### src/rtl/cpu_pkg.sv
// Shared CPU definitions: ALU opcodes, ALU control state encoding and default abort limit.
package cpu_pkg;

    localparam int unsigned WAIT_LIMIT_DEFAULT = 63;

    localparam logic [4:0] OP_ADD  = 5'b00011;
    localparam logic [4:0] OP_SUB  = 5'b00100;
    localparam logic [4:0] OP_AND  = 5'b00101;
    localparam logic [4:0] OP_OR   = 5'b00110;
    localparam logic [4:0] OP_SHR  = 5'b00111;
    localparam logic [4:0] OP_SHRA = 5'b01000;
    localparam logic [4:0] OP_SHL  = 5'b01001;
    localparam logic [4:0] OP_ROR  = 5'b01010;
    localparam logic [4:0] OP_ROL  = 5'b01011;
    localparam logic [4:0] OP_MUL  = 5'b01111;
    localparam logic [4:0] OP_DIV  = 5'b10000;
    localparam logic [4:0] OP_NEG  = 5'b10001;
    localparam logic [4:0] OP_NOT  = 5'b10010;

    typedef enum logic [2:0] {
        StIdle,
        StLoadY,
        StExec,
        StWait,
        StWbLo,
        StWbHi,
        StDone
    } ctrl_state_e;

endpackage

### src/rtl/alu_op_decode.sv
// Combinational opcode classifier: legal, unary (single operand) and long (iterative mul/div).
module alu_op_decode
    import cpu_pkg::*;
(
    input  logic [4:0] op,
    output logic       legal,
    output logic       is_unary,
    output logic       is_long
);

    always_comb begin
        legal    = 1'b0;
        is_unary = 1'b0;
        is_long  = 1'b0;
        case (op)
            OP_ADD, OP_SUB, OP_AND, OP_OR, OP_SHR, OP_SHRA, OP_SHL, OP_ROR, OP_ROL: begin
                legal = 1'b1;
            end
            OP_MUL, OP_DIV: begin
                legal   = 1'b1;
                is_long = 1'b1;
            end
            OP_NEG, OP_NOT: begin
                legal    = 1'b1;
                is_unary = 1'b1;
            end
            default: ;
        endcase
    end

endmodule

### src/rtl/alu_control.sv
// ALU sequencing FSM: drives operand loads, execution, optional iterative wait with abort,
// and lo/hi or rd writeback. illegal and timeout are registered pulses seen the cycle after.
module alu_control
    import cpu_pkg::*;
#(
    parameter int unsigned WAIT_LIMIT = WAIT_LIMIT_DEFAULT
) (
    input  logic       clock,
    input  logic       clear,
    input  logic       start,
    input  logic [4:0] instr_op,
    input  logic       alu_done,
    output logic       busy,
    output logic       done,
    output logic       illegal,
    output logic       timeout,
    output logic [4:0] alu_op,
    output logic       alu_start,
    output logic       ra_out,
    output logic       rb_out,
    output logic       y_in,
    output logic       z_in,
    output logic       zlo_out,
    output logic       zhi_out,
    output logic       rd_in,
    output logic       lo_in,
    output logic       hi_in
);

    localparam int unsigned CntW = $clog2(WAIT_LIMIT + 1);
    localparam logic [CntW-1:0] Limit = CntW'(WAIT_LIMIT);

    ctrl_state_e     state_q, state_d;
    logic [4:0]      op_reg_q, op_reg_d;
    logic            long_q, long_d;
    logic [CntW-1:0] wait_cnt_q, wait_cnt_d;
    logic            illegal_q, illegal_d;
    logic            timeout_q, timeout_d;

    logic dec_legal, dec_unary, dec_long;

    alu_op_decode u_decode (
        .op       (instr_op),
        .legal    (dec_legal),
        .is_unary (dec_unary),
        .is_long  (dec_long)
    );

    always_ff @(posedge clock) begin
        if (clear) begin
            state_q    <= StIdle;
            op_reg_q   <= '0;
            long_q     <= 1'b0;
            wait_cnt_q <= '0;
            illegal_q  <= 1'b0;
            timeout_q  <= 1'b0;
        end else begin
            state_q    <= state_d;
            op_reg_q   <= op_reg_d;
            long_q     <= long_d;
            wait_cnt_q <= wait_cnt_d;
            illegal_q  <= illegal_d;
            timeout_q  <= timeout_d;
        end
    end

    always_comb begin
        state_d    = state_q;
        op_reg_d   = op_reg_q;
        long_d     = long_q;
        wait_cnt_d = wait_cnt_q;
        illegal_d  = 1'b0;
        timeout_d  = 1'b0;
        alu_op     = '0;
        alu_start  = 1'b0;
        done       = 1'b0;
        ra_out     = 1'b0;
        rb_out     = 1'b0;
        y_in       = 1'b0;
        z_in       = 1'b0;
        zlo_out    = 1'b0;
        zhi_out    = 1'b0;
        rd_in      = 1'b0;
        lo_in      = 1'b0;
        hi_in      = 1'b0;

        case (state_q)
            StIdle: begin
                if (start) begin
                    if (dec_legal) begin
                        op_reg_d = instr_op;
                        long_d   = dec_long;
                        state_d  = dec_unary ? StExec : StLoadY;
                    end else begin
                        illegal_d = 1'b1;
                    end
                end
            end
            StLoadY: begin
                ra_out  = 1'b1;
                y_in    = 1'b1;
                state_d = StExec;
            end
            StExec: begin
                rb_out     = 1'b1;
                alu_op     = op_reg_q;
                wait_cnt_d = '0;
                if (long_q) begin
                    alu_start = 1'b1;
                    state_d   = StWait;
                end else begin
                    z_in    = 1'b1;
                    state_d = StWbLo;
                end
            end
            StWait: begin
                rb_out     = 1'b1;
                alu_op     = op_reg_q;
                // Saturate so the count never wraps back to zero.
                wait_cnt_d = (wait_cnt_q == Limit) ? wait_cnt_q : wait_cnt_q + 1'b1;
                if (alu_done) begin
                    z_in    = 1'b1;
                    state_d = StWbLo;
                end else if (wait_cnt_d == Limit) begin
                    timeout_d = 1'b1;
                    state_d   = StIdle;
                end
            end
            StWbLo: begin
                zlo_out = 1'b1;
                if (long_q) begin
                    lo_in   = 1'b1;
                    state_d = StWbHi;
                end else begin
                    rd_in   = 1'b1;
                    state_d = StDone;
                end
            end
            StWbHi: begin
                zhi_out = 1'b1;
                hi_in   = 1'b1;
                state_d = StDone;
            end
            StDone: begin
                done    = 1'b1;
                state_d = StIdle;
            end
            default: state_d = StIdle;
        endcase
    end

    assign busy    = (state_q != StIdle);
    assign illegal = illegal_q;
    assign timeout = timeout_q;

endmodule
### config.mk
export PLATFORM = sky130hd
export DESIGN_NAME = alu_control
export DESIGN_NICKNAME = d
export VERILOG_FILES = /design/src/rtl/cpu_pkg.sv /design/src/rtl/alu_op_decode.sv /design/src/rtl/alu_control.sv
export SDC_FILE = /design/constraint.sdc
export NUM_CORES = 1
export LEC_CHECK = 0
export BUFFER_PORTS_ARGS = -buffer_cell sky130_fd_sc_hd__buf_4
export CAP_MARGIN = 5
export CORE_MARGIN = 2
export CORE_UTILIZATION = 52
export DETAILED_ROUTE_END_ITERATION = 16
export PLACE_DENSITY_LB_ADDON = 0.3
export SLEW_MARGIN = 10
export SYNTH_ARGS = -nofsm -noshare
export SYNTH_HDL_FRONTEND = slang
export SYNTH_SLANG_ARGS = --single-unit
### constraint.sdc
create_clock -name clock -period 1.98 [get_ports clock]
set_input_delay 0.099 -clock clock [delete_from_list [all_inputs] [get_ports clock]]
set_output_delay 0.099 -clock clock [all_outputs]
set_load 0.03 [all_outputs]
# After elaboration in Yosys (flattened, before gate mapping)
# Cells that the tools add are included.
dict set report totals {
  reg_bits 17
  word_cells 73
}
dict set report op_classes {
  addsub 1
  n_eq_ne 24
  muxes 28
  bitwise_logic 3
  n_reduce_logical 11
}
# cell count
set op_table {}
lappend op_table {{$eq A5 B4 Y1 const B} 5}
lappend op_table {{$eq A5 B3 Y1 const B} 4}
lappend op_table {{$pmux W3 S6} 1}
lappend op_table {{$mux W1} 16}
lappend op_table {{$eq A5 B5 Y1 const B} 3}
lappend op_table {{$mux W3} 5}
lappend op_table {{$reduce_or A13 Y1} 1}
lappend op_table {{$eq A6 B6 Y1 const B} 2}
lappend op_table {{$pmux W6 S2} 1}
lappend op_table {{$eq A3 B3 Y1 const B} 3}
lappend op_table {{$add A6 B1 Y6 const B} 1}
lappend op_table {{$eq A3 B2 Y1 const B} 2}
lappend op_table {{$mux W6} 1}
lappend op_table {{$reduce_and A3 Y1} 2}
lappend op_table {{$reduce_or A2 Y1} 3}
lappend op_table {{$reduce_or A3 Y1} 2}
lappend op_table {{$eq A5 B2 Y1 const B} 1}
lappend op_table {{$mux W5} 1}
lappend op_table {{$mux W2} 2}
lappend op_table {{$ne A2 B2 Y1 const B} 2}
lappend op_table {{$eq A3 B1 Y1 const B} 1}
lappend op_table {{$logic_not A3 Y1} 1}
lappend op_table {{$ne A3 B3 Y1 const B} 1}
lappend op_table {{$not A1 Y1} 3}
lappend op_table {{3 further kinds} 3}

# Longest topological paths before layout
# Gate-level depths: netlist of the first run.
dict set report logic_depth {
  word_depth 7
  depth_mapped 7
}

# By module
# From an unflattened synthesis of the first run, not the netlist that was laid out.
dict set report hier_totals {
  cells_unflattened 128
  area_unflattened_um2 1052.3
}
# mod instances cells_each area_each_um2 seq_area_each_um2
set by_module_without_submodules {}
lappend by_module_without_submodules {alu_control 1 116 982.2 340.3}
lappend by_module_without_submodules {alu_op_decode 1 12 70.1 0.0}

# Worst setup path before layout of the first run
# OpenSTA, ideal clock, no wires.
dict set report synth_path {
  kind {register -> register}
  from {register wait_cnt_q[0]}
  to {register timeout_q (netlist: timeout)}
  arrival_time_ns 1.569
  t_required_ns 1.877
  setup_slack_ns 0.308
  path_stages_with_launch 8
  n_path_buf 1
  cell_sequence {dfxtp_1 ha_1 buf_4 nand2_1 xor2_1 o31ai_1 nand3_1 a2111oi_2}
}
dict set report synth_via {
  elab_chain_len 4
  elab_cells_between_ends 5
}
# item line
set synth_lines {}
lappend synth_lines {{start: declaration} alu_control.sv:36} ;# logic [CntW-1:0] wait_cnt_q, wait_cnt_d;
lappend synth_lines {{start signal: assignment} alu_control.sv:61} ;# wait_cnt_q <= wait_cnt_d;
lappend synth_lines {{$add A6 B1 Y6 / $eq A6 B6 Y1 (equally long branches)} alu_control.sv:120} ;# wait_cnt_d = (wait_cnt_q == Limit) ? wait_cnt_q : wait_cnt_q + 1'b1;
lappend synth_lines {{$mux W6 (*)} alu_control.sv:120}
lappend synth_lines {{$eq A6 B6 Y1 (*)} alu_control.sv:124} ;# end else if (wait_cnt_d == Limit) begin
lappend synth_lines {{$mux W1 (*)} alu_control.sv:124}
lappend synth_lines {{end signal: assignment} alu_control.sv:63} ;# timeout_q <= timeout_d;
lappend synth_lines {{end: declaration} alu_control.sv:38} ;# logic timeout_q, timeout_d;
# Mark *: on every way between the ends. The rest lies on a longest branch, timed or not.
# A chain may end at the register's enable or synchronous reset.

# Final worst setup path of the first run
dict set report layout_path {
  from {register state_q[2]}
  to {output port alu_op[0]}
}
dict set report layout_via {
  elab_chain_len 3
  elab_cells_between_ends 4
}
# item line
set layout_lines {}
lappend layout_lines {{start: declaration} alu_control.sv:33} ;# ctrl_state_e state_q, state_d;
lappend layout_lines {{start signal: assignment} alu_control.sv:51} ;# state_q <= StIdle;
lappend layout_lines {{start signal: assignment} alu_control.sv:58} ;# state_q <= state_d;
lappend layout_lines {{$eq A3 B2 Y1} alu_control.sv:87} ;# case (state_q)
lappend layout_lines {{$reduce_or A2 Y1 (no source line) (*)} n/a}
lappend layout_lines {{$mux W5 (*)} alu_control.sv:87}
lappend layout_lines {{end: declaration} alu_control.sv:17} ;# output logic [4:0] alu_op,
# Marks and branches as above.

==> results of run 1 <==
## placed cells by master, fill, tap and decap left out
cell type / count
sky130_fd_sc_hd__nand4_1: 4
sky130_fd_sc_hd__a21o_1: 1
sky130_fd_sc_hd__and2_1: 6
sky130_fd_sc_hd__ha_4: 1
sky130_fd_sc_hd__nor3b_1: 1
sky130_fd_sc_hd__a31oi_1: 2
sky130_fd_sc_hd__nand3b_1: 1
sky130_fd_sc_hd__and3_1: 2
sky130_fd_sc_hd__inv_1: 6
sky130_fd_sc_hd__o32a_1: 1
sky130_fd_sc_hd__a211oi_1: 2
sky130_fd_sc_hd__nor2b_1: 3
sky130_fd_sc_hd__o21ai_0: 10
sky130_fd_sc_hd__nand2_1: 12
sky130_fd_sc_hd__clkinv_2: 1
sky130_fd_sc_hd__nor3_1: 9
sky130_fd_sc_hd__a2bb2oi_1: 1
sky130_fd_sc_hd__xor2_1: 2
sky130_fd_sc_hd__nand2b_1: 3
sky130_fd_sc_hd__o31ai_1: 2
sky130_fd_sc_hd__clkbuf_4: 3
sky130_fd_sc_hd__o21a_1: 3
sky130_fd_sc_hd__or4_1: 1
sky130_fd_sc_hd__and2_2: 1
sky130_fd_sc_hd__o311ai_1: 1
sky130_fd_sc_hd__a2111oi_2: 1
sky130_fd_sc_hd__a311oi_1: 1
sky130_fd_sc_hd__nor2_1: 9
sky130_fd_sc_hd__and4_1: 1
sky130_fd_sc_hd__buf_4: 29
sky130_fd_sc_hd__o22ai_2: 1
sky130_fd_sc_hd__a21oi_1: 21
sky130_fd_sc_hd__nand3_1: 11
sky130_fd_sc_hd__a21bo_2: 1
sky130_fd_sc_hd__dfxtp_1: 17
sky130_fd_sc_hd__and3_4: 1
sky130_fd_sc_hd__or3_1: 1
## worst min-delay path by stage
stage,from,end,slack [ps],cells after the start
finish,instr_op[3],op_reg_q[3]$_SDFFE_PP0P_,90,3
global route,instr_op[0],op_reg_q[0]$_SDFFE_PP0P_,80,3
CTS,instr_op[3],op_reg_q[3]$_SDFFE_PP0P_,70,3
detailed placement,instr_op[3],op_reg_q[3]$_SDFFE_PP0P_,400,3
global placement,instr_op[3],op_reg_q[3]$_SDFFE_PP0P_,390,3
floorplan,clear,timeout$_SDFF_PP0_,170,1
## through the flow
step | instances | power, mW | utilization, % | worst slack [ps]
detailed placement | 196 | 0.566 | 64.6 | 99.1
finish | 200 | 0.746 | 66.6 | 138
global placement | 196 | 0.565 | 64.6 | 175
floorplan | 153 | 0.505 | - | 308
CTS | 200 | 0.752 | 66.0 | 72.8
global route | 200 | 0.784 | 66.6 | 1.19
## report_power, final
part / leakage [nW] / internal (mW) / switching [mW] / total (mW)
Combinational: 0.364 / 0.0698 / 0.121 / 0.191
Sequential: 0.138 / 0.355 / 0.0145 / 0.370
Clock: 0.0177 / 0.0750 / 0.110 / 0.185
Total: 0.519 / 0.500 / 0.246 / 0.746
## flip-flops by register name (all words and copies together), names as in the netlist
signal and flops:
state_q 3, illegal 1, timeout 1, long_q 1, wait_cnt_q 6, op_reg_q 5
## what timing repair did
item / CTS / global route
hold endpoints to repair: 0 / 0
endpoints found under the setup margin: 0 / 1
gates resized for setup: 0 / 2
## kinds of logic (layout without fill, tap and decap cells)
family | count (synthesis) | count (layout) | share of synthesized area, %
XOR/XNOR | 2 | 2 | 1.57
flip-flops | 17 | 17 | 30.5
AO/OA/AOI/OAI | 48 | 48 | 27.0
adder cells (fa/ha/maj) | 1 | 1 | 1.12
buffers and inverters | 19 | 39 | 8.63
AND/OR/NAND/NOR | 66 | 66 | 31.2
## synth_stat cells (3+ instances only)
library cell	count
sky130_fd_sc_hd__a21oi_1	21
sky130_fd_sc_hd__and2_1	6
sky130_fd_sc_hd__buf_2	4
sky130_fd_sc_hd__buf_4	5
sky130_fd_sc_hd__clkbuf_1	3
sky130_fd_sc_hd__dfxtp_1	17
sky130_fd_sc_hd__inv_1	6
sky130_fd_sc_hd__nand2_1	12
sky130_fd_sc_hd__nand2b_1	3
sky130_fd_sc_hd__nand3_1	11
sky130_fd_sc_hd__nand4_1	4
sky130_fd_sc_hd__nor2_1	9
sky130_fd_sc_hd__nor2b_1	3
sky130_fd_sc_hd__nor3_1	9
sky130_fd_sc_hd__o21a_1	3
sky130_fd_sc_hd__o21ai_0	10
## per-layer routing
metal  vias up  track usage, %  routed length [um]
li1        588               -                   -
met1       525            30.8                1210
met2        61            32.7                1120
met3         6            2.68                 187
met4         0            9.46                  60
met5         -               0                   0
## cell type report
class	instances	share of cell area, %
tap	27	2.53
multi-input combinational	117	51.9
clock buffer	3	1.69
sequential	17	25.5
clock inverter	1	0.375
timing repair buffer	29	16.3
inverter	6	1.69
## worst register-to-register path, delay by kind of cell, from the launching register on
kind	cells	cell delay, ps
flops	1	460
simple gates	3	490
compound gates	2	480
fa+ha+maj	1	240
==> results.py, run 1 <==
metrics = {
    "run_status": {
        "result_of_the_run": "finished, final reports clean",
    },
    "floorplan": {
        "rows": 16,
        "die_height_um": 50.3,
        "ios": 28,
        "fp.coreArea_sq_um": 2000,
        "floorplan.die.width_um": 50.3,
        "floorplan.initialDensity_pct": 55.7,
        "fp.dieArea_sq_um": 2530,
    },
    "timing": {
        "rsz0062_at_grt": "false",
        "max-slew-margin-rel_pct": 73.9,
        "setup_viol": 0,
        "tightestPinTransition_ps": 392,
        "finalCritPeriodShare_pct": 93.1,
        "finalCriticalPeriod_ps": 1840,
        "hold-worst-slack_ps": 85.2,
        "drv_slew": 0,
        "totalNegativeSetupSlack_ps": 0,
        "final_hold_viol_count": 0,
        "finClkSkew_ps": 5.92,
        "peak_clock_frequency_supported_by_timing_mhz": 543,
    },
    "routing": {
        "detail-route-antenna-nets": 0,
        "viasPerCell": 5.90,
        "wl_per_cell_um": 12.9,
        "wirelength_um": 2580,
        "detail_route.drc_violations": 0,
        "drtPass1Iterations": 4,
        "detail_route.iter0.violations": 62,
        "vias": 1180,
    },
    "setup_path": {
        "timing.critical_path.depth": 4,
        "worstReg2RegEnd": "timeout$_SDFF_PP0_",
        "cp.buffers_inverters": 2,
        "critical_path.cell_chain": "nand2b_1 -> inv_1 -> and2_1 -> buf_4",
        "setup.worst_path.start_class": "flop",
        "critical-path-slowest-cell": "sky130_fd_sc_hd__dfxtp_1",
        "ff2ff_path_depth": 6,
        "regToRegStartpoint": "wait_cnt_q[1]$_SDFFE_PP0N_",
        "max_stage_delay_ps": 480,
        "end_kind": "output pin",
        "path_delay_family": "simple AND/OR/NAND/NOR gates",
        "crit_path_start": "state_q[2]$_SDFFE_PP0P_",
        "worstSetupEndpoint": "alu_op[0]",
        "r2r_slack_ps": 220,
        "critical_path_peak_fanout": 12,
        "timing.critical_path.required_ps": 1880,
        "worstSetupPathType": "flop to output pin",
        "timing.critical_path.arrival_ps": 1740,
    },
    "power_and_ir_drop": {
        "power_leakage_nw": 0.519,
        "power.density_cell_area_nw_per_um2": 559,
        "maximum_vdd_drop_uv": 370,
    },
    "clocking": {
        "worst_skew_pair.late_latency_ps": 290,
        "cts_setup_buffers": 0,
        "cts_tree": "yes",
        "cts.hold.buffers_added": 0,
        "buffer_levels_on_the_longest_clock_path": 2,
        "cts_num_sinks": 17,
        "cts-buffers-inserted": 3,
        "clkSlewWorstSetupHoldPaths_ps": 100,
        "cts-htree-levels": 1,
        "cts_root_buffer": "sky130_fd_sc_hd__clkbuf_4",
    },
    "global_routing": {
        "first_global_vias": 1011,
        "global_route_wire_length_before_repair_um": 4330,
        "largest_net_degree_at_the_start_of_global_routing": 16,
        "track_usage_pct": 21.6,
        "antenna_found_initial": 0,
        "sum_of_overflow_across_all_layers_after_global_routing": 0,
    },
    "yosys": {
        "synthesis.area_sq_um": 1120,
        "avgSynthCellArea_sq_um": 7.29,
        "synth_largest_type_area_fraction_pct": 30.5,
        "yosysTopAreaCell": "sky130_fd_sc_hd__dfxtp_1",
        "ys_top_cells_by_area": "sky130_fd_sc_hd__dfxtp_1 (30%), sky130_fd_sc_hd__a21oi_1 (9.4%), sky130_fd_sc_hd__nand3_1 (4.9%)",
        "synth_async_sr_flop_share_pct": 0,
        "synth_cells": 153,
        "ys_types": 38,
        "postSynthRegisterBits": 17,
        "yosysSeqAreaShare_pct": 30.5,
        "ys_warn_count": 0,
        "post_synth_edffs": 0,
        "synth-main-ff-cell": "sky130_fd_sc_hd__dfxtp_1",
        "synth_fp_nets": 163,
    },
    "layout": {
        "layout.cell_area.non_filler_sq_um": 1330,
        "final_net_count": 184,
        "layout-drive-gt1-share_pct": 22.5,
        "final-seq-area_sq_um": 340,
        "fill_cells": 177,
        "syn_to_final_growth_pct": 19.5,
        "multiInputGateArea_sq_um": 692,
        "n_antenna_cell": 0,
    },
    "placement": {
        "hpwl_um": 1910,
        "cell_area_after_placement_sq_um": 1290,
        "place_congestion": 0.919,
        "numPortBuffers": 27,
    },
    "run": {
        "drv_cap": 0,
    },
    "min_path": {
        "min-delay-path-class": "primary input to flop",
    },
}
(Power assumes the default switching activity.)
==> run 2: changes to the inputs <==
--- a/config.mk
+++ b/config.mk
@@ -8,7 +8,7 @@
 export BUFFER_PORTS_ARGS = -buffer_cell sky130_fd_sc_hd__buf_4
 export CAP_MARGIN = 5
 export CORE_MARGIN = 2
-export CORE_UTILIZATION = 52
+export CORE_UTILIZATION = 47
 export DETAILED_ROUTE_END_ITERATION = 16
 export PLACE_DENSITY_LB_ADDON = 0.3
 export SLEW_MARGIN = 10
==> constraint.sdc (replaced) <==
create_clock -name clock -period 1.5 [get_ports clock]
set_input_delay 0.075 -clock clock [delete_from_list [all_inputs] [get_ports clock]]
set_output_delay 0.075 -clock clock [all_outputs]
set_load 0.03 [all_outputs]
==> run 2 against run 1 <==
Effect of this change:
- the flow now finishes with violations (negative setup slack)
- die area grew 9.8%
- critical endpoint is now timeout$_SDFF_PP0_
- cell count increased by 7.5%
- cell area increased by 15%
==> results.py, run 2 (synthesized netlist as in run 1, its figures left out) <==
metrics = {
    "run_status": {
        "result_of_the_run": "finished with violations",
        "violations": "negative setup slack",
    },
    "setup_path": {
        "timing.critical_path.required_ps": 1710,
        "end_kind": "flop",
        "timing.critical_path.arrival_ps": 1740,
        "critical_path_peak_fanout": 8,
        "worstSetupPathType": "flop to flop",
        "setup.worst_path.start_class": "flop",
    },
    "routing": {
        "drtPass1Iterations": 4,
        "vias": 1287,
        "viasPerCell": 5.99,
        "wl_per_cell_um": 15.1,
        "wirelength_um": 3250,
        "detail_route.drc_violations": 0,
        "detail-route-antenna-nets": 0,
        "detail_route.iter0.violations": 73,
    },
    "layout": {
        "syn_to_final_growth_pct": 37.0,
        "layout_top_registers": "wait_cnt_q (6), op_reg_q (5), state_q (3)",
        "final_util_pct": 68.5,
        "final_net_count": 198,
        "flip_flop_count_of_the_largest_register_all_copies_and_words_added": 6,
        "final_cell_count_no_fill": 215,
        "layout-drive-gt1-share_pct": 40.6,
        "commonest_non_fill_non_tap_cell_in_the_layout": "sky130_fd_sc_hd__buf_4",
        "commonest_non_fill_non_tap_cells_in_the_layout": "sky130_fd_sc_hd__buf_4 (42), sky130_fd_sc_hd__a21oi_1 (19), sky130_fd_sc_hd__nand2_1 (11)",
        "n_antenna_cell": 0,
        "max_flop_register": "wait_cnt_q",
    },
    "power_and_ir_drop": {
        "power_leakage_nw": 0.606,
        "maximum_vdd_drop_uv": 594,
        "switching_power_mw": 0.364,
        "p_int_mw": 0.690,
        "finalPower_mw": 1.05,
        "power_frac_seq_pct": 45.9,
        "switching_share_pct": 34.5,
        "power.density_cell_area_nw_per_um2": 689,
        "clkPwrFrac_pct": 24.8,
        "p_comb_share_pct": 29.3,
    },
    "placement": {
        "numPortBuffers": 27,
        "place_congestion": 0.882,
        "hpwl_um": 2260,
        "numPlacedInstances": 208,
    },
    "timing": {
        "final_hold_viol_count": 0,
        "max-slew-margin-rel_pct": 71.5,
        "finalCriticalPeriod_ps": 1530,
        "hold-worst-slack_ps": 40.8,
        "rsz0062_at_grt": "true",
        "tightestPinTransition_ps": 427,
        "setup_viol": 3,
        "drv_slew": 0,
        "finalCritPeriodShare_pct": 102,
        "peak_clock_frequency_supported_by_timing_mhz": 652,
        "final.setup.worst_slack_ps": -32.7,
        "finClkSkew_ps": 2.48,
    },
    "floorplan": {
        "die_height_um": 52.7,
        "fp.dieArea_sq_um": 2780,
        "floorplan.die.width_um": 52.7,
        "rows": 17,
        "floorplan.initialDensity_pct": 50.0,
        "ios": 28,
        "fp.coreArea_sq_um": 2230,
    },
    "global_routing": {
        "antenna_found_initial": 0,
        "sum_of_overflow_across_all_layers_after_global_routing": 0,
        "largest_net_degree_at_the_start_of_global_routing": 16,
        "track_usage_pct": 24.1,
        "global_route_wire_length_before_repair_um": 4900,
        "first_global_vias": 1099,
    },
    "clocking": {
        "cts.hold.buffers_added": 0,
        "worst_skew_pair.late_latency_ps": 300,
        "cts_num_sinks": 17,
        "buffer_levels_on_the_longest_clock_path": 2,
        "cts_tree": "yes",
        "cts-buffers-inserted": 3,
        "cts-htree-levels": 1,
        "cts_root_buffer": "sky130_fd_sc_hd__clkbuf_4",
        "clkSlewWorstSetupHoldPaths_ps": 110,
    },
    "run": {
        "drv_cap": 0,
    },
    "min_path": {
        "min-delay-path-class": "primary input to flop",
    },
}
-- run 2: per-stage QoR --
stage	setup slack (ps)	instance area (sq um)	TNS (ps)
2_1_floorplan	2.70	1140	0
5_1_grt	-155	1530	-446
3_5_place_dp	4.59	1400	0
6_report	-32.7	1530	-57.0
4_1_cts	7.22	1460	0
3_3_place_gp	27.3	1400	0
-- run 2: final timing paths --
path / start / end / slack, ps / cells past startpoint
setup / recovery: wait_cnt_q[1]$_SDFFE_PP0N_ / timeout$_SDFF_PP0_ / -30 / 6
hold / removal: clear / wait_cnt_q[0]$_SDFFE_PP0N_ / 40 / 2
setup reg to reg: wait_cnt_q[1]$_SDFFE_PP0N_ / timeout$_SDFF_PP0_ / -30 / 6
hold reg to reg: op_reg_q[1]$_SDFFE_PP0P_ / op_reg_q[1]$_SDFFE_PP0P_ / 480 / 2
-- run 2: what timing repair did --
action,4_1_cts,5_1_grt
endpoints found under the setup margin,12,16
setup buffers,2,1
pin swaps,1,9
gates resized for setup,7,19
-- run 2: power by group through the flow --
stage	registers, mW	logic (mW)	clock network [mW]
after CTS	0.483	0.293	0.268
after detailed placement	0.495	0.278	0
after global placement	0.493	0.272	0
after floorplan	0.490	0.177	0
final	0.484	0.309	0.261
after global routing	0.486	0.330	0.280
-- run 2: cell type report --
class                   count  area (sq um)
clock inverters             1          5.00
flip-flops and latches     17           357
multi-input cells         117           757
fillers                   189           704
well taps                  28          35.0
clock buffers               3          22.5
repair buffers             43           327
inverters                   6          26.3
-- run 2: critical path, stage by stage (launching register included) --
cell	delay, ps
sky130_fd_sc_hd__dfxtp_2	370
sky130_fd_sc_hd__ha_4	190
sky130_fd_sc_hd__nand2_1	80
sky130_fd_sc_hd__xor2_1	160
sky130_fd_sc_hd__o31ai_2	280
sky130_fd_sc_hd__nand3_1	150
sky130_fd_sc_hd__a2111oi_2	210
-- run 2: routing by layer --
layer	GRT usage (%)	share of wire (%)
met5	0	0
met1	29.2	40
met3	4.29	5.8
met4	11.1	2.8
met2	40.8	52
